$ cat config.mk
export PLATFORM = sky130hd
export DESIGN_NAME = cache_fill_fsm
export DESIGN_NICKNAME = d
export VERILOG_FILES = /design/src/rtl/cache_pkg.sv /design/src/rtl/cache_fill_fsm_onehot_decoder.sv /design/src/rtl/cache_fill_fsm.sv
export SDC_FILE = /design/constraint.sdc
export NUM_CORES = 1
export LEC_CHECK = 0
export CAP_MARGIN = 30
export CORE_UTILIZATION = 35
export CTS_CLUSTER_DIAMETER = 100
export DETAILED_ROUTE_END_ITERATION = 12
export GPL_ROUTABILITY_DRIVEN = 0
export GPL_TIMING_DRIVEN = 0
export MAX_ROUTING_LAYER = met4
export PLACE_DENSITY = 0.85
export SYNTH_ARGS = -nofsm -noshare
export SYNTH_HDL_FRONTEND = slang
export SYNTH_HIERARCHICAL = 1
export SYNTH_SLANG_ARGS = --single-unit
$ cat constraint.sdc
create_clock -name clk -period 4.25 [get_ports clk]
set_input_delay 0.425 -clock clk [delete_from_list [all_inputs] [get_ports clk]]
set_output_delay 0.425 -clock clk [all_outputs]
set_load 0.01 [all_outputs]
$ cat src/rtl/cache_pkg.sv
// Shared definitions for the cache miss-fill controller: address field
// positions, array geometry, fill FSM encodings and the latched-miss record.
package cache_pkg;

  localparam int TAG_MSB  = 15;
  localparam int TAG_LSB  = 10;
  localparam int SET_MSB  = 9;
  localparam int SET_LSB  = 4;
  localparam int WORD_MSB = 3;
  localparam int WORD_LSB = 1;

  localparam int NUM_SETS        = 64;
  localparam int WORDS_PER_BLOCK = 8;

  localparam int TAG_W  = TAG_MSB - TAG_LSB + 1;
  localparam int SET_W  = SET_MSB - SET_LSB + 1;
  localparam int WORD_W = WORD_MSB - WORD_LSB + 1;
  localparam int CNT_W  = WORD_W + 1;

  localparam logic [0:0] FILL_IDLE   = 1'b0;
  localparam logic [0:0] FILL_ACTIVE = 1'b1;

  typedef struct packed {
    logic [TAG_W-1:0]  tag;
    logic [SET_W-1:0]  set;
    logic [WORD_W-1:0] word;
  } miss_info_t;

  // Word index visited at step cnt of a fill starting at word base (wraps within the block).
  function automatic logic [WORD_W-1:0] rotate_word(input logic [WORD_W-1:0] base,
                                                    input logic [CNT_W-1:0]  cnt);
    return base + cnt[WORD_W-1:0];
  endfunction

endpackage

$ cat src/rtl/cache_fill_fsm_onehot_decoder.sv
// Enabled N-to-2^N one-hot decoder; output is all-zero while disabled.
module onehot_decoder #(
  parameter int N = 3
) (
  input  logic [N-1:0]        i_sel,
  input  logic                i_en,
  output logic [(1<<N)-1:0]   o_onehot
);

  // Decode the select into a single hot bit when enabled
  always_comb begin
    o_onehot = '0;
    if (i_en) begin
      o_onehot[i_sel] = 1'b1;
    end else begin
      o_onehot = '0;
    end
  end

endmodule

$ cat src/rtl/cache_fill_fsm.sv
// Cache miss-fill controller: fetches an 8-word block and steers it into the data array.
// Optional build macro CRITICAL_WORD_FIRST_EN starts the fill at the missed word.
module cache_fill_fsm #(
  parameter int WORDS_PER_BLOCK = cache_pkg::WORDS_PER_BLOCK,
  parameter int NUM_SETS        = cache_pkg::NUM_SETS
) (
  input  logic                       clk,
  input  logic                       rst,
  input  logic                       miss_detected,
  input  logic [15:0]                miss_address,
  input  logic                       victim_way,
  input  logic                       memory_data_valid,
  input  logic [15:0]                memory_data_in,
  output logic                       fsm_busy,
  output logic                       memory_read_en,
  output logic [15:0]                memory_address,
  output logic                       data_write,
  output logic                       data_way,
  output logic [NUM_SETS-1:0]        data_set_enable,
  output logic [WORDS_PER_BLOCK-1:0] data_word_enable,
  output logic [15:0]                data_in,
  output logic                       tag_write,
  output logic [5:0]                 tag_out,
  output logic                       critical_word_valid
);

  import cache_pkg::*;

  localparam logic [CNT_W-1:0] CNT_FULL = CNT_W'(WORDS_PER_BLOCK);
  localparam logic [CNT_W-1:0] CNT_LAST = CNT_W'(WORDS_PER_BLOCK - 1);

  logic [0:0]        r_state;
  logic [CNT_W-1:0]  r_issue_cnt;
  logic [CNT_W-1:0]  r_recv_cnt;
  miss_info_t        r_miss;
  logic              r_way;

  logic              w_fill;
  logic              w_issue_active;
  logic              w_accept;
  logic              w_last;
  logic [WORD_W-1:0] w_issue_word;
  logic [WORD_W-1:0] w_recv_word;

  assign w_fill         = (r_state == FILL_ACTIVE);
  assign w_issue_active = w_fill & (r_issue_cnt < CNT_FULL);
  assign w_accept       = memory_data_valid & w_fill & (r_recv_cnt < CNT_FULL);
  assign w_last         = w_accept & (r_recv_cnt == CNT_LAST);

`ifdef CRITICAL_WORD_FIRST_EN
  assign w_issue_word = rotate_word(r_miss.word, r_issue_cnt);
  assign w_recv_word  = rotate_word(r_miss.word, r_recv_cnt);
`else
  assign w_issue_word = r_issue_cnt[WORD_W-1:0];
  assign w_recv_word  = r_recv_cnt[WORD_W-1:0];
`endif

  // Fill FSM, miss latch and issue/receive counters
  always_ff @(posedge clk or negedge rst) begin
    if (!rst) begin
      r_state     <= FILL_IDLE;
      r_issue_cnt <= '0;
      r_recv_cnt  <= '0;
      r_miss      <= '0;
      r_way       <= 1'b0;
    end else begin
      case (r_state)
        FILL_IDLE: begin
          if (miss_detected) begin
            r_state     <= FILL_ACTIVE;
            r_miss.tag  <= miss_address[TAG_MSB:TAG_LSB];
            r_miss.set  <= miss_address[SET_MSB:SET_LSB];
            r_miss.word <= miss_address[WORD_MSB:WORD_LSB];
            r_way       <= victim_way;
            r_issue_cnt <= '0;
            r_recv_cnt  <= '0;
          end else begin
            r_state <= FILL_IDLE;
          end
        end
        FILL_ACTIVE: begin
          if (w_issue_active) begin
            r_issue_cnt <= r_issue_cnt + CNT_W'(1);
          end
          if (w_accept) begin
            r_recv_cnt <= r_recv_cnt + CNT_W'(1);
          end
          if (w_last) begin
            r_state <= FILL_IDLE;
          end
        end
        default: begin
          r_state <= FILL_IDLE;
        end
      endcase
    end
  end

  onehot_decoder #(.N(SET_W)) u_set_dec (
    .i_sel    (r_miss.set),
    .i_en     (w_accept),
    .o_onehot (data_set_enable)
  );

  onehot_decoder #(.N(WORD_W)) u_word_dec (
    .i_sel    (w_recv_word),
    .i_en     (w_accept),
    .o_onehot (data_word_enable)
  );

  assign fsm_busy       = w_fill;
  assign memory_read_en = w_issue_active;
  // Reads are always word-aligned, so the byte lane of the miss address is masked off
  assign memory_address = w_issue_active
                        ? {r_miss.tag, r_miss.set, w_issue_word, miss_address[0] & 1'b0}
                        : 16'h0000;

  assign data_write          = w_accept;
  assign data_way            = w_accept & r_way;
  assign data_in             = memory_data_in;
  assign tag_write           = w_last;
  assign tag_out             = r_miss.tag;
  assign critical_word_valid = w_accept & (w_recv_word == r_miss.word);

endmodule

==> run summary <==
Final period util -> 76.7%
# hold bufs at CTS -> 0
Total grt overflow -> 0
Max Clock Freq -> 0.307 GHz
Status -> finished, final reports clean
TritonRoute pass-1 iters -> 4
Final hold violations -> 0
Num Clock Sinks -> 25
Min Tclk post-route -> 3.26 ns
Register area share after synthesis -> 32.9%
Number of routed nets with antenna violations -> 0
Worst r2r path cells -> 4
Max Slew Vio Count -> 0
Leakage power -> 1.42 nW
Switching power -> 0.000632 W
Post-Synthesis Cell Area -> 0.00190 sq mm
Arr. time, crit path -> 2.83 ns
Top-area cell type share of the netlist area -> 32.9%
Crit path kind -> in2out
Hold EP -> r_way
Vias -> 2170
CTS max path bufs -> 2
Fill cell count -> 450
Ys flop type -> dfrtp_1
# nets final -> 436
Vias per cell -> 4.66
# setup viols final -> 0
CP max-delay cell -> clkdlybuf4s50_1
CP required -> 3.83 ns
Area delta synth->final -> 78.3%
Worst hold start -> r_way
Max_slew headroom -> 54.9%
Crit path top cell by count -> clkdlybuf4s50_1
I/O Pins -> 153
Synth Instances -> 257
Internal power component -> 0.000909 W
PortBufs -> 134
Crit Reg-Reg Endpoint -> fsm_busy
Worst Hold Depth -> 2
Post-synth EDFFs -> 0
Post-DP HPWL -> 4830 microns
Critical R2R Launch -> fsm_busy
Number of global-route vias before repair -> 1917
Setup repair bufs after CTS -> 0
Die Y -> 75.7 microns
CP startpoint kind -> primary input
Sw Ratio -> 41.0%
Setup crit end kind -> primary output
Maximum vdd drop -> 0.000291 V
Total track usage -> 20.8%
Initial Utilization -> 36.7%
R2R Setup Slk -> 2.94 ns
Core area -> 0.00517 sq mm
Crit path largest cell delay -> 0.56 ns
Synth Register Bits -> 25
# placed instances -> 462
Final std cells w/o fill -> 466
Fin Setup TNS -> 0 ns
Yosys cell types -> 40
Least-Margin Pin Slew -> 0.674 ns
Clock-pin slew on the worst setup and hold paths -> 0.08 ns
DRC Markers -> 0
Hold crit path type -> reg2reg
Initial antenna violation count -> 0
Syn Nets -> 296
Clock root buffer -> clkbuf_8
Layout cells sized above 1 -> 12.4%
H-tree Lvls -> 1
Commonest non-fill, non-tap cell in the layout -> clkdlybuf4s50_1
Most frequent cells in the layout -> 134 x clkdlybuf4s50_1, 68 x nor2_1, 54 x nand2_1, 25 x dfrtp_1, 24 x buf_4
Unrepaired setup endpoints after global routing -> no
Pwr Density -> 455 mW/mm^2
Final clock skew -> 0.00656 ns
Row count -> 26
Largest net degree at the start of global routing -> 15
Clock power frac -> 9.2%
WL/cell -> 12.9 microns
Die width -> 75.7 microns
Critical Path Fanout Max -> 14
Combinational Power Share -> 60.2%
Routed WL -> 6000 microns
Synth top area cells -> dfrtp_1 33%, nor2_1 13%, nand2_1 11%
Initial drt markers -> 66
Clock buffer count from CTS -> 3
Largest area contributor in the netlist -> dfrtp_1
Clk_lat worst skew -> 0.27 ns
Crit-path cells -> clkdlybuf4s50_1, nand3b_1, inv_2, buf_2, or4b_4, buf_6, nor2_1, clkdlybuf4s50_1
Async S/R FF share, synth -> 100%
Max_cap viols -> 0
Die area -> 0.00573 sq mm
Sequential Power Share -> 30.7%
Post-CTS sizing -> 0
Avg Cell Area, Syn -> 7.40 sq um
First-pass GRT wire length -> 8750 microns
CTS tree -> yes
Antenna cells -> 0
YS warnings -> 6
==> flip-flops by register name, indices dropped and copies added, names as in the netlist <==
name and flops:
r_miss 9, tag_out 6, r_way 1, fsm_busy 1, r_recv_cnt 4, r_issue_cnt 4
==> power groups by stage <==
stage                     clock [W]  combinational [W]  sequential, W
after detailed placement          0           0.000933       0.000478
after floorplan                   0           0.000557       0.000438
after global routing       0.000150            0.00102       0.000490
final                      0.000141           0.000927       0.000472
after CTS                  0.000142           0.000937       0.000473
after global placement            0           0.000905       0.000469
==> worst max path at each step <==
stage | start | end | slack [ns] | depth (start not counted)
6_report | memory_data_valid | data_set_enable[6] | 0.99 | 8
2_1_floorplan | fsm_busy | data_set_enable[3] | 2.05 | 6
4_1_cts | memory_data_valid | data_set_enable[5] | 0.98 | 8
3_3_place_gp | memory_data_valid | data_set_enable[6] | 1.03 | 8
3_5_place_dp | memory_data_valid | data_set_enable[5] | 0.99 | 8
5_1_grt | memory_data_valid | data_set_enable[6] | 0.87 | 8
==> cells by family after synthesis <==
logic type               count (synthesis)  share of synthesized area, %
XOR/XNOR                                 3                          1.38
other                                    1                         0.197
flip-flops                              25                          32.9
multiplexers                             3                          1.84
buffers and inverters                   46                          15.6
AND/OR/NAND/NOR                        171                          44.7
adder cells (fa/ha/maj)                  2                          1.32
AO/OA/AOI/OAI                            6                          2.04
==> cells in the mapped netlist, types with 3 or more instances <==
library cell and instances:
nor2_1 68, dfrtp_1 25, nand3b_1 4, nand3_1 3, nand4bb_1 3, nand2_1 54, nand4b_1 3, buf_2 9
xor2_1 3, clkbuf_1 8, or3b_1 3, and2_1 16, buf_6 3, buf_4 24
==> metal layers <==
layer / track usage [%] / part of all wire (%) / vias up / wire, microns
met5: - / 0 / - / 0
li1: - / - / 1067 / -
met3: 2.78 / 7.7 / 4 / 464
met4: 4.53 / 0.48 / 0 / 29
met1: 22.6 / 40 / 1008 / 2390
met2: 40.0 / 52 / 91 / 3110
==> through the flow <==
| stage | util [%] | power, W | setup WS [ns] | instance area, sq um | hold WS (ns) |
|---|---|---|---|---|---|
| detailed placement | 64.7 | 0.00141 | 0.990 | 3340 | 0.459 |
| CTS | 65.5 | 0.00155 | 0.982 | 3390 | 0.478 |
| finish | 65.5 | 0.00154 | 0.992 | 3390 | 0.473 |
| global placement | 64.4 | 0.00137 | 1.03 | 3330 | 0.462 |
| floorplan | - | 0.000994 | 2.05 | 1900 | 0.129 |
| global route | 65.5 | 0.00166 | 0.865 | 3390 | 0.517 |
==> critical path: cells and delay by family <==
family / cells / cell delay (ns)
buf+inv: 5 / 1.64
simple gates: 3 / 0.74
==> layout make-up <==
class                   instances  area, sq um  area share, %
inverters                       2         7.51          0.221
flip-flops and latches         25          626           18.5
clock buffers                   4         45.0           1.33
repair buffers                135         1360           40.0
plain buffers                  44          289           8.53
well taps                      70         87.6           2.58
multi-input cells             186          978           28.9
No activity file was read; power rests on OpenSTA's default activity.
